`src/rtl/dcache_controller.sv`:
```
// dcache_controller
//   Direct-mapped, write-back, write-allocate data cache between the CPU
//   load/store path and a word-organised data memory. Blocks are 4 bytes;
//   2^INDEX_W blocks; tag is the remaining 6-INDEX_W bits of the block address.
//
// Ports
//   CLK, RESET          clock (rising edge), asynchronous active-low reset
//   READ, WRITE         CPU load / store request (held while BUSYWAIT=1)
//   ADDRESS[7:0]        byte address {tag, index, offset[1:0]}
//   WRITEDATA[7:0]      store byte
//   READDATA[7:0]       load byte (holds last value when READ=0)
//   BUSYWAIT            CPU stall
//   MEM_READ/MEM_WRITE  block fetch / write-back request
//   MEM_ADDRESS[5:0]    block address {tag, index}
//   MEM_WRITEDATA[31:0] block written back (byte 0 in [7:0])
//   MEM_READDATA[31:0]  fetched block
//   MEM_BUSYWAIT        memory busy while a request is in progress
//
// Optional build macro DCACHE_STATS_EN adds HIT_COUNT[15:0] and
// MISS_COUNT[15:0] saturating counters.
module dcache_controller #(
  parameter int unsigned INDEX_W = 3
) (
  input  logic        CLK,
  input  logic        RESET,
  input  logic        READ,
  input  logic        WRITE,
  input  logic [7:0]  ADDRESS,
  input  logic [7:0]  WRITEDATA,
  output logic [7:0]  READDATA,
  output logic        BUSYWAIT,
  output logic        MEM_READ,
  output logic        MEM_WRITE,
  output logic [5:0]  MEM_ADDRESS,
  output logic [31:0] MEM_WRITEDATA,
  input  logic [31:0] MEM_READDATA,
  input  logic        MEM_BUSYWAIT
`ifdef DCACHE_STATS_EN
  ,
  output logic [15:0] HIT_COUNT,
  output logic [15:0] MISS_COUNT
`endif
);

  localparam int unsigned TAG_W = 6 - INDEX_W;
  localparam int unsigned NBLK  = 1 << INDEX_W;

  typedef enum logic [1:0] {
    S_IDLE,
    S_WRITEBACK,
    S_FETCH,
    S_UPDATE
  } state_e;

  state_e state_q, state_d;

  logic [NBLK-1:0]  valid_q, valid_d;
  logic [NBLK-1:0]  dirty_q, dirty_d;
  logic [TAG_W-1:0] tag_q  [NBLK];
  logic [TAG_W-1:0] tag_d  [NBLK];
  logic [31:0]      data_q [NBLK];
  logic [31:0]      data_d [NBLK];
  logic [31:0]      fill_q, fill_d;
  logic [7:0]       readdata_q, readdata_d;

  logic [1:0]         offset;
  logic [INDEX_W-1:0] idx;
  logic [TAG_W-1:0]   addr_tag;
  logic               req;
  logic               hit;
  logic               idle_hit;
  logic [7:0]         sel_byte;
  logic               mem_read;
  logic               mem_write;
  logic [5:0]         mem_addr;

  assign offset   = ADDRESS[1:0];
  assign idx      = ADDRESS[INDEX_W+1:2];
  assign addr_tag = ADDRESS[7:INDEX_W+2];
  assign req      = READ | WRITE;
  assign hit      = valid_q[idx] && (tag_q[idx] == addr_tag);
  assign idle_hit = (state_q == S_IDLE) && hit;
  assign sel_byte = data_q[idx][{offset, 3'b000} +: 8];

  always_comb begin
    state_d   = state_q;
    valid_d   = valid_q;
    dirty_d   = dirty_q;
    tag_d     = tag_q;
    data_d    = data_q;
    fill_d    = fill_q;
    mem_read  = 1'b0;
    mem_write = 1'b0;
    mem_addr  = {addr_tag, idx};
    case (state_q)
      S_IDLE: begin
        if (req) begin
          if (hit) begin
            // WRITE wins when both requests are (illegally) high.
            if (WRITE) begin
              data_d[idx][{offset, 3'b000} +: 8] = WRITEDATA;
              dirty_d[idx] = 1'b1;
            end
          end else if (valid_q[idx] && dirty_q[idx]) begin
            state_d = S_WRITEBACK;
          end else begin
            state_d = S_FETCH;
          end
        end
      end
      S_WRITEBACK: begin
        mem_write = 1'b1;
        mem_addr  = {tag_q[idx], idx};
        if (!MEM_BUSYWAIT) state_d = S_FETCH;
      end
      S_FETCH: begin
        mem_read = 1'b1;
        if (!MEM_BUSYWAIT) begin
          fill_d  = MEM_READDATA;
          state_d = S_UPDATE;
        end
      end
      S_UPDATE: begin
        data_d[idx]  = fill_q;
        tag_d[idx]   = addr_tag;
        valid_d[idx] = 1'b1;
        dirty_d[idx] = 1'b0;
        state_d      = S_IDLE;
      end
      default: state_d = S_IDLE;
    endcase
  end

  // Load data is combinational on a hit and otherwise holds the last value.
  always_comb begin
    readdata_d = readdata_q;
    if (READ && idle_hit) readdata_d = sel_byte;
  end

  // Outputs gated by RESET so an abandoned transaction drops in the same delta.
  assign READDATA      = RESET ? readdata_d : '0;
  assign BUSYWAIT      = RESET && req && !idle_hit;
  assign MEM_READ      = RESET && mem_read;
  assign MEM_WRITE     = RESET && mem_write;
  assign MEM_ADDRESS   = mem_addr;
  assign MEM_WRITEDATA = data_q[idx];

  always_ff @(posedge CLK or negedge RESET) begin
    if (!RESET) begin
      state_q    <= S_IDLE;
      valid_q    <= '0;
      dirty_q    <= '0;
      readdata_q <= '0;
    end else begin
      state_q    <= state_d;
      valid_q    <= valid_d;
      dirty_q    <= dirty_d;
      readdata_q <= readdata_d;
    end
  end

  // Tags, data and the fill buffer carry no reset value.
  always_ff @(posedge CLK) begin
    tag_q  <= tag_d;
    data_q <= data_d;
    fill_q <= fill_d;
  end

`ifdef DCACHE_STATS_EN
  logic        retry_q, retry_d;
  logic [15:0] hit_count_q, hit_count_d;
  logic [15:0] miss_count_q, miss_count_d;

  // The hit that completes a refilled access follows UPDATE and is not counted.
  always_comb begin
    retry_d      = (state_q == S_UPDATE);
    hit_count_d  = hit_count_q;
    miss_count_d = miss_count_q;
    if (state_q == S_IDLE && req) begin
      if (hit) begin
        if (!retry_q && hit_count_q != 16'hFFFF) hit_count_d = hit_count_q + 16'd1;
      end else if (miss_count_q != 16'hFFFF) begin
        miss_count_d = miss_count_q + 16'd1;
      end
    end
  end

  always_ff @(posedge CLK or negedge RESET) begin
    if (!RESET) begin
      retry_q      <= 1'b0;
      hit_count_q  <= '0;
      miss_count_q <= '0;
    end else begin
      retry_q      <= retry_d;
      hit_count_q  <= hit_count_d;
      miss_count_q <= miss_count_d;
    end
  end

  assign HIT_COUNT  = hit_count_q;
  assign MISS_COUNT = miss_count_q;
`endif

endmodule

```
`config.mk`:
```
export PLATFORM = sky130hd
export DESIGN_NAME = dcache_controller
export DESIGN_NICKNAME = d
export VERILOG_FILES = /design/src/rtl/dcache_controller.sv
export SDC_FILE = /design/constraint.sdc
export NUM_CORES = 1
export LEC_CHECK = 0
export CORE_MARGIN = 2
export CORE_UTILIZATION = 55
export CTS_BUF_LIST = sky130_fd_sc_hd__clkbuf_4 sky130_fd_sc_hd__clkbuf_8
export DETAILED_ROUTE_END_ITERATION = 8
export PLACE_DENSITY = 0.76
export SLEW_MARGIN = 15
export SYNTH_ARGS = -nofsm -noshare
export SYNTH_HDL_FRONTEND = slang
export SYNTH_SLANG_ARGS = --single-unit
```
`constraint.sdc`:
```
create_clock -name CLK -period 7.16 [get_ports CLK]
set_input_delay 1.074 -clock CLK [delete_from_list [all_inputs] [get_ports CLK]]
set_output_delay 1.074 -clock CLK [all_outputs]
set_load 0.1 [all_outputs]
```
==> results of run 1 <==
-- per-layer routing --
| layer | wire length, microns | global-route usage | vias to the layer above |
|---|---|---|---|
| met5 | 0 | 0 | - |
| met4 | 3670 | 0.214 | 0 |
| met3 | 8370 | 0.0992 | 277 |
| met2 | 23200 | 0.512 | 1223 |
| met1 | 18500 | 0.453 | 6242 |
| li1 | - | - | 5510 |
-- power by group through the flow --
stage	clock network, W	logic (W)	registers [W]
after floorplan	0	0.000769	0.00237
after global placement	0	0.00103	0.00242
after detailed placement	0	0.00106	0.00243
after CTS	0.00161	0.00106	0.00239
after global routing	0.00169	0.00114	0.00240
final	0.00161	0.00109	0.00239
-- logic make-up (layout without fill, tap and decap cells) --
kind of cell,count (synthesis),count (layout),share of synthesized area
AO/OA/AOI/OAI,365,365,0.145
adder cells (fa/ha/maj),9,9,0.00684
buffers and inverters,130,279,0.0409
flip-flops,338,338,0.609
multiplexers,99,99,0.0769
other,0,1,0
AND/OR/NAND/NOR,463,463,0.122
-- worst max-delay path: cells and delay by family --
family                 cells  cell delay [ns]
buffers and inverters      2             1.85
and+or+nand+nor            1             1.09
AOI/OAI and AO/OA          2             0.82
-- area by class of cell --
class / instances / share of cell area
Sequential cell: 338 / 0.530
Multi-Input combinational cell: 936 / 0.310
Timing Repair Buffer: 161 / 0.0756
Clock buffer: 71 / 0.0471
Tap cell: 390 / 0.0258
Clock inverter: 27 / 0.00728
Inverter: 20 / 0.00397
Antenna cell: 1 / 0.000132
-- flip-flops by register name, summed over array words and instances (netlist names), named ones only --
name,flops
data_q,256
fill_q,32
readdata_q,8
state_q,2
tag_q,24
valid_q,8
-- metrics by stage --
step	cells	setup WS (ns)	instance area, sq um	hold WS, ns	utilization
floorplan	1404	0.563	16500	0.426	-
global placement	1845	1.44	17900	0.442	0.605
detailed placement	1845	1.34	17900	0.449	0.605
CTS	1943	1.41	18900	0.467	0.639
global route	1943	1.24	18900	0.489	0.639
finish	1944	1.20	18900	0.471	0.639
-- worst min path at each step --
stage                     startpoint         end  slack (ns)  cells after the start
after floorplan           valid_q[0]  valid_q[0]        0.43                      1
after global placement    valid_q[4]  valid_q[4]        0.44                      1
after detailed placement  valid_q[0]  valid_q[0]        0.45                      1
after CTS                 valid_q[0]  valid_q[0]        0.47                      1
after global routing      valid_q[4]  valid_q[4]        0.49                      1
final                     valid_q[4]  valid_q[4]        0.47                      1
-- placed cells by master, fill, tap and decap left out, types with 13 or more instances in the layout --
cell type,Yosys,final
nor3_1,15,15
a22oi_1,25,25
a22o_1,29,29
clkbuf_4,0,14
o21ai_0,181,181
a221oi_1,27,27
clkinv_1,8,25
clkdlybuf4s50_1,0,88
mux4_2,18,18
edfxtp_1,312,312
mux2_2,34,34
dfrtp_1,26,26
buf_4,16,73
clkbuf_8,0,57
mux2i_1,45,45
nor4_1,27,18
nor2_1,102,100
a21oi_1,20,20
a32oi_1,17,17
and2_1,13,13
nand2_1,264,264
==> impl_metrics.env, run 1 <==
export IMPL_irDropWorstVdd_mv=0.147
export IMPL_final_setup_viol_count=0
export IMPL_layout_area_overhead_vs_synth_pct=14.9
export IMPL_ant_nets=0
export IMPL_fmax_mhz=168
export IMPL_synthArstFlopShare=0.0769
export IMPL_p_clk_frac=0.316
export IMPL_power_density_mw_per_mm2=269
export IMPL_p_switching_w=0.00167
export IMPL_setup_worst_path_start_class="primary input"
export IMPL_rr_endpoint="data_q[241]"
export IMPL_synth_edf_count=312
export IMPL_p_leak_nw=5.81
export IMPL_switching_share=0.328
export IMPL_multi_input_area_sq_mm=0.00586
export IMPL_drtPass1Iterations=5
export IMPL_p_total_w=0.00509
export IMPL_post_route_min_period_ns=5.96
export IMPL_ys_warn_count=0
export IMPL_drt_iter0_drc=2428
export IMPL_startpoint="ADDRESS[3]"
export IMPL_endpoint_kind="output port"
export IMPL_cts_repair_resized=0
export IMPL_r2r_cells=7
export IMPL_critical_path_endpoint="MEM_WRITEDATA[9]"
export IMPL_core_area_sq_mm=0.0296
export IMPL_grt_pass1_vias=13000
export IMPL_nFillCells=2279
export IMPL_synthTopCellsByCount="312 x edfxtp_1, 264 x nand2_1, 181 x o21ai_0"
export IMPL_yosysSeqAreaShare=0.609
export IMPL_wl_per_cell_microns=27.6
export IMPL_gp_congestion=0.985
export IMPL_die_area_sq_mm=0.0313
export IMPL_reg2reg_slack_ns=3.36
export IMPL_cts_path_max_buffers=3
export IMPL_cp_cell_sequence="buf_4, nor2b_1, a22oi_1, o221ai_1, clkdlybuf4s50_1"
export IMPL_pwr_share_seq=0.470
export IMPL_synth_ff_type="edfxtp_1"
export IMPL_finalNetCount=1573
export IMPL_drt_vias_per_instance=6.82
export IMPL_maxCapViolations=0
export IMPL_cts_tree="yes"
export IMPL_grt_pass1_wl_microns=79200
export IMPL_drc_errors=0
export IMPL_cts_max_level=2
export IMPL_chipWidth_microns=177
export IMPL_seqCellArea_sq_mm=0.0100
export IMPL_syn_cell_area_sq_mm=0.0165
export IMPL_clk_pin_slew_ns=0.06
export IMPL_cts_buffers=54
export IMPL_status="finished, final reports clean"
export IMPL_worstSetupPathType="in2out"
export IMPL_drive_gt1_frac=0.153
export IMPL_yosysUniqueCellTypes=71
export IMPL_required_ns=6.09
export IMPL_grt_setup_unrepaired="false"
export IMPL_slowest_stage="clkdlybuf4s50_1"
export IMPL_vias=13300
export IMPL_start_util=0.557
export IMPL_timing_final_crit_share=0.833
export IMPL_hold_path_class="reg2reg"
export IMPL_grt_total_usage=0.346
export IMPL_root_buffer="clkbuf_8"
export IMPL_crit_fanout=50
export IMPL_synth_largest_area_cell="edfxtp_1"
export IMPL_overflow=0
export IMPL_syn_num_nets=1466
export IMPL_wl_microns=53700
export IMPL_antenna_found_initial=1
export IMPL_row_count=63
export IMPL_cts_sinks=338
export IMPL_ys_top_cells_by_area="edfxtp_1 57%, nand2_1 6.0%, o21ai_0 5.5%"
export IMPL_avgSynthCellArea_sq_um=11.7
export IMPL_p_comb_frac=0.213
export IMPL_timing_rr_start="tag_q[16]"
export IMPL_drv_slew=0
export IMPL_relSlewSlack=0.137
export IMPL_synth_top_cell_area_share=0.569
export IMPL_cts_hold_buf=0
export IMPL_setup_tns_ns=0
export IMPL_hpwl_microns=34200
export IMPL_hold_viol=0
export IMPL_synth_most_common_cell="edfxtp_1"
export IMPL_arrival_ns=4.89
export IMPL_cpPeakStageDelay_ns=1.26
export IMPL_fin_skew_ns=0.0310
export IMPL_floorplan_die_height_microns=177
export IMPL_num_io_pins=102
export IMPL_port_buffers=101
export IMPL_clkLatencyLatePin_ns=0.61
export IMPL_tightest_slew_ns=1.29
export IMPL_cell_internal_pwr_w=0.00342
export IMPL_synth_seq_cells=338
export IMPL_grt_start_max_net_pins=61
export IMPL_synthCells=1404
export IMPL_post_cts_buffers=0
No activity file was read; power rests on OpenSTA's default activity.
==> run 2, diff against run 1 <==
==> constraint.sdc (replaced) <==
create_clock -name CLK -period 6.2 [get_ports CLK]
set_input_delay 0.93 -clock CLK [delete_from_list [all_inputs] [get_ports CLK]]
set_output_delay 0.93 -clock CLK [all_outputs]
set_load 0.1 [all_outputs]
==> impl_metrics.env, run 2 (same netlist as run 1, synthesis figures left out) <==
export IMPL_status="finished with violations"
export IMPL_violations="design-rule violations"
export IMPL_rr_endpoint="data_q[222]"
export IMPL_root_buffer="clkbuf_8"
export IMPL_maxCapViolations=0
export IMPL_drc_errors=6
export IMPL_cts_max_level=2
export IMPL_nFillCells=2192
export IMPL_overflow=0
export IMPL_fmax_mhz=190
export IMPL_cts_path_max_buffers=3
export IMPL_core_area_sq_mm=0.0296
export IMPL_layout_setup_ws_ns=0.937
export IMPL_gp_congestion=0.986
export IMPL_hold_depth=1
export IMPL_reg2reg_slack_ns=2.64
export IMPL_setup_worst_path_start_class="primary input"
export IMPL_clk_pin_slew_ns=0.07
export IMPL_post_route_min_period_ns=5.26
export IMPL_arrival_ns=4.33
export IMPL_postPlaceCellArea_sq_mm=0.0180
export IMPL_tightest_slew_ns=1.27
export IMPL_setup_tns_ns=0
export IMPL_irDropWorstVdd_mv=0.170
export IMPL_grt_start_max_net_pins=60
export IMPL_dp_worst_setup_slack_ns=1.21
export IMPL_antenna_found_initial=0
export IMPL_largest_register="data_q"
export IMPL_cp_cell_sequence="buf_4, nor3b_2, nand2_1, nand2_1, o22ai_1, o22ai_1, mux2_2, and2_1, buf_12"
export IMPL_grt_pass1_vias=12800
export IMPL_fin_skew_ns=0.0322
export IMPL_drt_vias_per_instance=6.80
export IMPL_num_io_pins=102
export IMPL_dr_wl_met3_microns=8340
export IMPL_stdcell_area_sq_mm=0.0191
export IMPL_drive_gt1_frac=0.178
export IMPL_crit_fanout=59
export IMPL_cts_sinks=338
export IMPL_ant_nets=0
export IMPL_hold_path_class="reg2reg"
export IMPL_r2r_cells=10
export IMPL_chipWidth_microns=177
export IMPL_cts_hold_buf=0
export IMPL_grt_total_usage=0.344
export IMPL_n_antenna_cell=0
export IMPL_drv_slew=0
export IMPL_met2_length_microns=23800
export IMPL_p_leak_nw=5.92
export IMPL_biggestRegsByFlops="data_q (256), fill_q (32), tag_q (24)"
export IMPL_routed_top_layer="met4"
export IMPL_wl_per_cell_microns=27.4
export IMPL_die_area_sq_mm=0.0313
export IMPL_grt_setup_unrepaired="false"
export IMPL_relSlewSlack=0.152
export IMPL_finalNetCount=1587
export IMPL_floorplan_die_height_microns=177
export IMPL_port_buffers=101
export IMPL_post_cts_buffers=0
export IMPL_drt_met1_wl_microns=18900
export IMPL_cpPeakStageDelay_ns=1.13
export IMPL_row_count=63
export IMPL_vias=13300
export IMPL_cts_repair_resized=0
export IMPL_grt_pass1_wl_microns=79100
export IMPL_drt_iter0_drc=2210
export IMPL_slowest_stage="nor3b_2"
export IMPL_worstSetupPathType="in2out"
export IMPL_layout_area_overhead_vs_synth_pct=15.8
export IMPL_hpwl_microns=34600
export IMPL_final_setup_viol_count=0
export IMPL_clkLatencyLatePin_ns=0.62
export IMPL_wl_microns=53800
export IMPL_timing_final_crit_share=0.849
export IMPL_cts_buffers=56
export IMPL_power_density_mw_per_mm2=313
export IMPL_holdCritStartpoint="valid_q[4]"
export IMPL_layout_commonest_cell="edfxtp_1"
export IMPL_worstHoldEndpoint="valid_q[4]"
export IMPL_endpoint_kind="output port"
export IMPL_required_ns=5.27
export IMPL_drtPass1Iterations=9
export IMPL_largest_register_ffs=256
export IMPL_hold_viol=0
export IMPL_cts_tree="yes"
export IMPL_timing_rr_start="tag_q[13]"
export IMPL_start_util=0.557
export IMPL_final_cell_mix="312 x edfxtp_1, 264 x nand2_1, 178 x o21ai_0, 101 x buf_4, 100 x nor2_1"
-- run 2: cell types whose count changed in the layout (fill, tap and decap cells not counted), moves of 2 or more --
cell,before,now
buf_12,0,8
buf_4,73,101
clkbuf_4,14,19
clkbuf_8,57,59
clkdlybuf4s50_1,88,64
clkinv_1,25,23
clkinv_2,8,5
inv_6,0,3
o21ai_0,181,178
o21ai_1,12,15
-- run 2: stage by stage --
| step | util | std cells | power, W | hold WS (ns) |
|---|---|---|---|---|
| finish | 0.645 | 1959 | 0.00596 | 0.470 |
| global route | 0.645 | 1959 | 0.00612 | 0.493 |
| CTS | 0.645 | 1959 | 0.00592 | 0.465 |
| detailed placement | 0.609 | 1857 | 0.00406 | 0.446 |
| global placement | 0.609 | 1857 | 0.00404 | 0.454 |
| floorplan | - | 1404 | 0.00363 | 0.426 |
-- run 2: how the worst max path moves through the flow --
stage,startpoint,endpoint,depth (start not counted)
floorplan,ADDRESS[4],READDATA[7],9
CTS,ADDRESS[3],READDATA[5],10
detailed placement,ADDRESS[3],READDATA[5],10
global placement,ADDRESS[3],READDATA[2],10
global route,ADDRESS[4],READDATA[5],9
finish,ADDRESS[4],READDATA[5],9
-- run 2: final cells by class --
type                            count  area (sq um)  area share
Timing Repair Buffer              173          1560      0.0818
Inverter                           20          75.1     0.00394
Clock buffer                       78           955      0.0501
Sequential cell                   338         10000       0.526
Multi-Input combinational cell    936          5850       0.307
Tap cell                          390           488      0.0256
Clock inverter                     24           111     0.00584
-- run 2: layer usage --
layer | vias to the layer above | GRT usage
met1 | 6309 | 0.460
li1 | 5531 | -
met5 | - | 0
met3 | 211 | 0.105
met2 | 1273 | 0.514
met4 | 0 | 0.166
-- run 2: power breakdown --
part / switching, W / leakage, nW / internal, W
combinational: 0.000939 / 2.61 / 0.000350
clock: 0.000906 / 0.570 / 0.000994
sequential: 0.000120 / 2.74 / 0.00265
-- run 2: critical path, delay by kind of cell --
kind                   cells  cell delay (ns)
AOI/OAI and AO/OA          2             0.61
buffers and inverters      2             0.82
muxes                      1             0.24
and+or+nand+nor            4             1.65
